### src/rtl/kfx86_iterative_shifter_if.sv
// Operand/result bundle between the execution sequencer and the iterative shifter.
interface kfx86_iterative_shifter_if #(
   parameter int DATA_WIDTH  = 16,
   parameter int COUNT_WIDTH = 8
);
   logic                   start;
   logic [2:0]             opcode;
   logic                   select_word;
   logic [DATA_WIDTH-1:0]  source;
   logic [COUNT_WIDTH-1:0] count;
   logic [5:0]             flags_in;
   logic                   busy;
   logic                   done;
   logic [DATA_WIDTH-1:0]  result;
   logic [5:0]             flags_out;

   modport master (
      output start, opcode, select_word, source, count, flags_in,
      input  busy, done, result, flags_out
   );

   modport slave (
      input  start, opcode, select_word, source, count, flags_in,
      output busy, done, result, flags_out
   );
endinterface

### src/rtl/kfx86_iterative_shifter.sv
// Multi-cycle shift/rotate unit (ROL/ROR/RCL/RCR/SHL/SHR/SAR), one bit-step per clock.
// Define KFX86_SHIFT_COUNT_MASK_EN to mask the count to 5 bits (80186+ behaviour).
module kfx86_iterative_shifter #(
   parameter int DATA_WIDTH  = 16,
   parameter int COUNT_WIDTH = 8
) (
   input  logic                      clock,
   input  logic                      reset_n,
   kfx86_iterative_shifter_if.slave  bus
);

   typedef enum logic [1:0] {S_IDLE, S_RUN, S_DONE} state_t;
   typedef enum logic [2:0] {
      OP_ROL = 3'd0, OP_ROR = 3'd1, OP_RCL = 3'd2, OP_RCR = 3'd3,
      OP_SHL = 3'd4, OP_SHR = 3'd5, OP_SAL = 3'd6, OP_SAR = 3'd7
   } op_t;

   state_t                 state_q, state_d;
   op_t                    op_q;
   logic                   word_q;
   logic [DATA_WIDTH-1:0]  val_q;
   logic                   c_q;
   logic [COUNT_WIDTH-1:0] n_q;
   logic [5:0]             fl_q;
   logic [DATA_WIDTH-1:0]  result_q;
   logic [5:0]             flags_q;

   logic [COUNT_WIDTH-1:0] n_eff;
   logic [DATA_WIDTH-1:0]  src_masked;
   logic [DATA_WIDTH-1:0]  top_bit, shl_base, shr_base;
   logic [DATA_WIDTH-1:0]  step_val;
   logic                   msb, step_c, step_o, new_msb, new_msb1, is_shift;
   logic [5:0]             step_flags;

`ifdef KFX86_SHIFT_COUNT_MASK_EN
   assign n_eff = bus.count & COUNT_WIDTH'(5'h1F);
`else
   assign n_eff = bus.count;
`endif

   // Byte operands are zero-extended on capture, so every step can work on the full register.
   assign src_masked = bus.select_word ? bus.source : DATA_WIDTH'(bus.source[7:0]);

   always_comb begin
      msb      = word_q ? val_q[DATA_WIDTH-1] : val_q[7];
      top_bit  = word_q ? {1'b1, {(DATA_WIDTH-1){1'b0}}} : DATA_WIDTH'(8'h80);
      shl_base = word_q ? {val_q[DATA_WIDTH-2:0], 1'b0} : DATA_WIDTH'({val_q[6:0], 1'b0});
      shr_base = val_q >> 1;
      step_val = shl_base;
      step_c   = msb;
      case (op_q)
         OP_ROL: begin
            step_val = shl_base | DATA_WIDTH'(msb);
            step_c   = msb;
         end
         OP_ROR: begin
            step_val = shr_base | (val_q[0] ? top_bit : '0);
            step_c   = val_q[0];
         end
         OP_RCL: begin
            step_val = shl_base | DATA_WIDTH'(c_q);
            step_c   = msb;
         end
         OP_RCR: begin
            step_val = shr_base | (c_q ? top_bit : '0);
            step_c   = val_q[0];
         end
         OP_SHL, OP_SAL: begin
            step_val = shl_base;
            step_c   = msb;
         end
         OP_SHR: begin
            step_val = shr_base;
            step_c   = val_q[0];
         end
         OP_SAR: begin
            step_val = shr_base | (msb ? top_bit : '0);
            step_c   = val_q[0];
         end
         default: ;
      endcase

      new_msb  = word_q ? step_val[DATA_WIDTH-1] : step_val[7];
      new_msb1 = word_q ? step_val[DATA_WIDTH-2] : step_val[6];
      case (op_q)
         OP_ROR, OP_RCR: step_o = new_msb ^ new_msb1;
         OP_SHR:         step_o = msb;
         OP_SAR:         step_o = 1'b0;
         default:        step_o = step_c ^ new_msb;
      endcase

      is_shift = op_q[2];
      if (is_shift)
         step_flags = {step_o, new_msb, (step_val == '0), fl_q[2], ~^step_val[7:0], step_c};
      else
         step_flags = {step_o, fl_q[4], fl_q[3], fl_q[2], fl_q[1], step_c};
   end

   always_ff @(posedge clock or negedge reset_n) begin
      if (!reset_n) state_q <= S_IDLE;
      else          state_q <= state_d;
   end

   always_comb begin
      state_d = state_q;
      case (state_q)
         S_IDLE:  if (bus.start) state_d = (n_eff == '0) ? S_DONE : S_RUN;
         S_RUN:   if (n_q == COUNT_WIDTH'(1)) state_d = S_DONE;
         S_DONE:  state_d = S_IDLE;
         default: state_d = S_IDLE;
      endcase
   end

   always_ff @(posedge clock or negedge reset_n) begin
      if (!reset_n) begin
         op_q     <= OP_ROL;
         word_q   <= 1'b0;
         val_q    <= '0;
         c_q      <= 1'b0;
         n_q      <= '0;
         fl_q     <= '0;
         result_q <= '0;
         flags_q  <= '0;
      end else begin
         case (state_q)
            S_IDLE: if (bus.start) begin
               op_q   <= op_t'(bus.opcode);
               word_q <= bus.select_word;
               val_q  <= src_masked;
               c_q    <= bus.flags_in[0];
               fl_q   <= bus.flags_in;
               n_q    <= n_eff;
               if (n_eff == '0) begin
                  result_q <= src_masked;
                  flags_q  <= bus.flags_in;
               end
            end
            S_RUN: begin
               val_q <= step_val;
               c_q   <= step_c;
               n_q   <= n_q - COUNT_WIDTH'(1);
               if (n_q == COUNT_WIDTH'(1)) begin
                  result_q <= step_val;
                  flags_q  <= step_flags;
               end
            end
            default: ;
         endcase
      end
   end

   assign bus.busy      = (state_q != S_IDLE);
   assign bus.done      = (state_q == S_DONE);
   assign bus.result    = result_q;
   assign bus.flags_out = flags_q;

endmodule

### src/flat_wrapper.sv
// flat-port wrapper written by rule: the top's interface ports become plain ports
module kfx86_iterative_shifter_flat 
#(
   parameter int DATA_WIDTH  = 16,
   parameter int COUNT_WIDTH = 8
)
  (clock, reset_n, bus_start, bus_opcode, bus_select_word, bus_source, bus_count, bus_flags_in, bus_busy, bus_done, bus_result, bus_flags_out);
  kfx86_iterative_shifter_if #(.DATA_WIDTH(DATA_WIDTH), .COUNT_WIDTH(COUNT_WIDTH)) bus_i ();
  input  logic clock;
  input  logic reset_n;
  input wire logic [$bits(bus_i.start)-1:0] bus_start;
  input wire logic [$bits(bus_i.opcode)-1:0] bus_opcode;
  input wire logic [$bits(bus_i.select_word)-1:0] bus_select_word;
  input wire logic [$bits(bus_i.source)-1:0] bus_source;
  input wire logic [$bits(bus_i.count)-1:0] bus_count;
  input wire logic [$bits(bus_i.flags_in)-1:0] bus_flags_in;
  output wire logic [$bits(bus_i.busy)-1:0] bus_busy;
  output wire logic [$bits(bus_i.done)-1:0] bus_done;
  output wire logic [$bits(bus_i.result)-1:0] bus_result;
  output wire logic [$bits(bus_i.flags_out)-1:0] bus_flags_out;
  assign bus_i.start = bus_start;
  assign bus_i.opcode = bus_opcode;
  assign bus_i.select_word = bus_select_word;
  assign bus_i.source = bus_source;
  assign bus_i.count = bus_count;
  assign bus_i.flags_in = bus_flags_in;
  assign bus_busy = bus_i.busy;
  assign bus_done = bus_i.done;
  assign bus_result = bus_i.result;
  assign bus_flags_out = bus_i.flags_out;
  kfx86_iterative_shifter #(.DATA_WIDTH(DATA_WIDTH), .COUNT_WIDTH(COUNT_WIDTH)) u_core (.clock(clock), .reset_n(reset_n), .bus(bus_i));
endmodule
### config.mk
export PLATFORM = sky130hd
export DESIGN_NAME = kfx86_iterative_shifter_flat
export DESIGN_NICKNAME = d
export VERILOG_FILES = /design/src/rtl/kfx86_iterative_shifter_if.sv /design/src/rtl/kfx86_iterative_shifter.sv /design/src/flat_wrapper.sv
export SDC_FILE = /design/constraint.sdc
export NUM_CORES = 1
export LEC_CHECK = 0
export CORE_ASPECT_RATIO = 1.1
export CORE_MARGIN = 5
export CORE_UTILIZATION = 35
export DETAILED_ROUTE_END_ITERATION = 8
export PLACE_DENSITY_LB_ADDON = 0.1
export SYNTH_ARGS = -nofsm -noshare
export SYNTH_HDL_FRONTEND = slang
export SYNTH_SLANG_ARGS = --single-unit
### constraint.sdc
create_clock -name clock -period 6.8 [get_ports clock]
set_input_delay 1.7 -clock clock [delete_from_list [all_inputs] [get_ports clock]]
set_output_delay 1.7 -clock clock [all_outputs]
set_load 0.01 [all_outputs]
==> impl_results.md <==
* Outcome: finished clean
* Data required time at the worst endpoint at roughly 7.0 ns
* Max clock buf depth at 2
* RSZ-0062 raised after global routing: no
* Synth Area per Inst at between 8 and 9 µm²
* DP HPWL at approximately 5.6 mm
* Clock transition at path regs at 0.07 ns
* Area contributors post-synth: dfrtp_1, nand2_1, mux2i_1
* Cell Pwr Density at 432 mW/mm²
* Maximum VDD drop at 0.000160 V
* Area delta synth->final at 27.7%
* CP Capture Type: flop
* Setup Fix Bufs, Post-CTS at 0
* Antenna cells at 0
* Largest net degree at the start of global routing at 58
* Vias in the first global route at 2,760
* Post-CTS Resized at 0
* Slowest cell on the critical path: clkinv_1
* Final TNS setup at 0 ns
* Worst min path class: flop to flop
* Leakage power at 1.64 nW
* Vias at 2,730
* Antenna-violating nets left at 0
* GPL Wtd Cong at a little over 0.8
* Cell count after synthesis at between 300 and 400
* Worst-Skew Late Latency at 0.34 ns
* # setup viols final at 0
* Num rows at 35
* Top cell types by occurrence after synthesis: nand2_1, dfrtp_1, o21ai_0, nor2_1, clkbuf_1
* DRC violations left at 0
* Area of the mapped netlist at about 0.0031 mm²
* DRT Wirelength at 8.22 mm
* Yosys cell types at 43
* Share of post-route cells with drive strength above 1 at 0.0546
* Synth warn at 0
* Synth area leader: dfrtp_1
* Final nets at 441
* Iter 0 DRT Violations at 125
* Hold Violations, Final at 0
* Port Buf Inserts at 60
* Final Instance Count excl. Fillers at 514
* Die W at slightly below 100 µm
* Setup CP Type: input pin to flop
* Post-synthesis sequential area ratio at 0.464
* Area of the core at about 0.0085 mm²
* Global-route wire length before repair at 13.7 mm
* Final Critical Period at about 4.5 ns
* Share of flip-flops with an asynchronous set or reset at 1.00
* Fin crit share at 0.663
* Area after DPL at 0.00374 mm²
* Worst clock skew at 0.00635 ns
* Total Routing Usage GR at 0.160
* Die ar. at 0.0108 mm²
* Crit-path max FO at 27
* TritonCTS Buffers at 9
* Clock root buffer master: clkbuf_8
* Most frequent cell after synthesis: nand2_1
* CTS tree: built
* CP cell instances: clkdlybuf4s50_1 > nand2_1 > o22a_1 > clkinv_1 > mux2i_1 > nand3_1
* Top FF cell, synth: dfrtp_1
* H-tree depth at 3
* Inst Count DP at 498
* Final Instance Area at 0.00393 mm²
* Sink Count at 57
* First-pass iteration count of the detailed router at 4
* Max-slew violation count at 0
* Ports at 61
* Vias/cell at 5.31
* Post-Syn Nets at approximately 400
* Max Cap Viol at 0
* Relative slew slack at 0.344
* Tightest Pin Transition at between 0.9 and 1 ns
* Starting density of the core at 0.362
* Arrival @ worst endpoint at roughly 4.7 ns
* Startpoint Class: input pin
* Initial antenna violation count at 0
* Total chip power at approximately 1.7 mW
* DIE HEIGHT at around 110 µm
* WL per Instance at 16.0 µm
* #FFs+latches synth at 57
* Cts hold-fix bufs at 0
* Fmax at 222 MHz
* CP peak stage delay at 0.83 ns
* Post-synth top area share at 0.464
* EDFF count, synth at 0
* Total grt overflow at 0
sequential cells by signal, indices dropped and copies added, names as in the netlist:
name                  count
u_core.bus.flags_out      6
u_core.fl_q               4
u_core.bus.result        16
u_core.val_q             16
u_core.op_q               3
u_core.word_q             1
u_core.state_q            2
u_core.c_q                1
u_core.n_q                8
metal layers:
metal,global-route usage,wire [µm]
met1,0.211,3790
met2,0.261,4010
met3,0.0297,301
met4,0.0605,120
met5,0,0
layout by cell type, fill, tap and decap left out, types with 2 or more instances in the layout:
master	instances
nor2b_1	2
clkinv_2	2
a21o_1	3
a211oi_1	3
ha_1	6
clkbuf_8	13
a22o_1	8
nand2_1	59
and3_1	10
nor2_1	23
buf_4	4
a31oi_1	13
nand4_1	2
nand3_1	18
o22ai_1	3
xnor2_1	2
o211ai_1	6
o41ai_1	3
nor4_1	3
inv_1	7
a21boi_0	6
mux2i_1	17
nand2b_1	4
dfrtp_1	57
clkdlybuf4s50_1	59
a21oi_1	18
o21ai_0	34
metrics by stage:
| step | hold slack (ns) | utilization | setup slack, ns |
|---|---|---|---|
| final | 0.483 | 0.463 | 2.29 |
| after detailed placement | 0.472 | 0.440 | 1.82 |
| after global placement | 0.464 | 0.440 | 1.92 |
| after floorplan | 0.445 | - | 3.76 |
| after global routing | 0.505 | 0.463 | 1.85 |
| after CTS | 0.487 | 0.463 | 2.19 |
cells by family after synthesis:
group / Yosys count / share of synthesized area
DFF: 57 / 0.464
buffers and inverters: 33 / 0.0443
AOI/OAI and AO/OA: 101 / 0.204
and+or+nand+nor: 131 / 0.200
xor gates and xnor gates: 3 / 0.00854
adders and majority gates: 6 / 0.0244
muxes: 17 / 0.0553
final timing paths:
| check | cells after the start | slack, ns | startpoint | endpoint |
|---|---|---|---|---|
| setup / recovery | 6 | 2.29 | bus_start | u_core.bus.flags_out[5] |
| hold / removal | 1 | 0.48 | u_core.n_q[7] | u_core.n_q[7] |
| setup reg to reg | 6 | 3.56 | u_core.state_q[1] | u_core.bus.flags_out[5] |
| hold reg to reg | 1 | 0.48 | u_core.n_q[7] | u_core.n_q[7] |
| max in group asynchronous | 2 | 4.76 | reset_n | u_core.op_q[1] |
| min in group asynchronous | 2 | 1.51 | reset_n | u_core.bus.flags_out[1] |
where the power goes:
part | switching (mW) | internal [mW]
combinational | 0.407 | 0.364
sequential | 0.150 | 0.469
clock | 0.137 | 0.171
final cells by class:
cell class / instances / area, µm²
Timing Repair Buffer: 64 / 626
Inverter: 8 / 30.0
Clock inverter: 2 / 10.0
Fill cell: 867 / 4570
Tap cell: 111 / 139
Clock buffer: 14 / 183
Multi-Input combinational cell: 258 / 1520
Sequential cell: 57 / 1430
worst max-delay path: cells and delay by family:
| family | cells | cell delay (ns) |
|---|---|---|
| and+or+nand+nor | 2 | 0.70 |
| AOI/OAI and AO/OA | 1 | 0.71 |
| buffers and inverters | 2 | 1.24 |
| muxes | 1 | 0.36 |
Power figures use the tool's default switching activity.
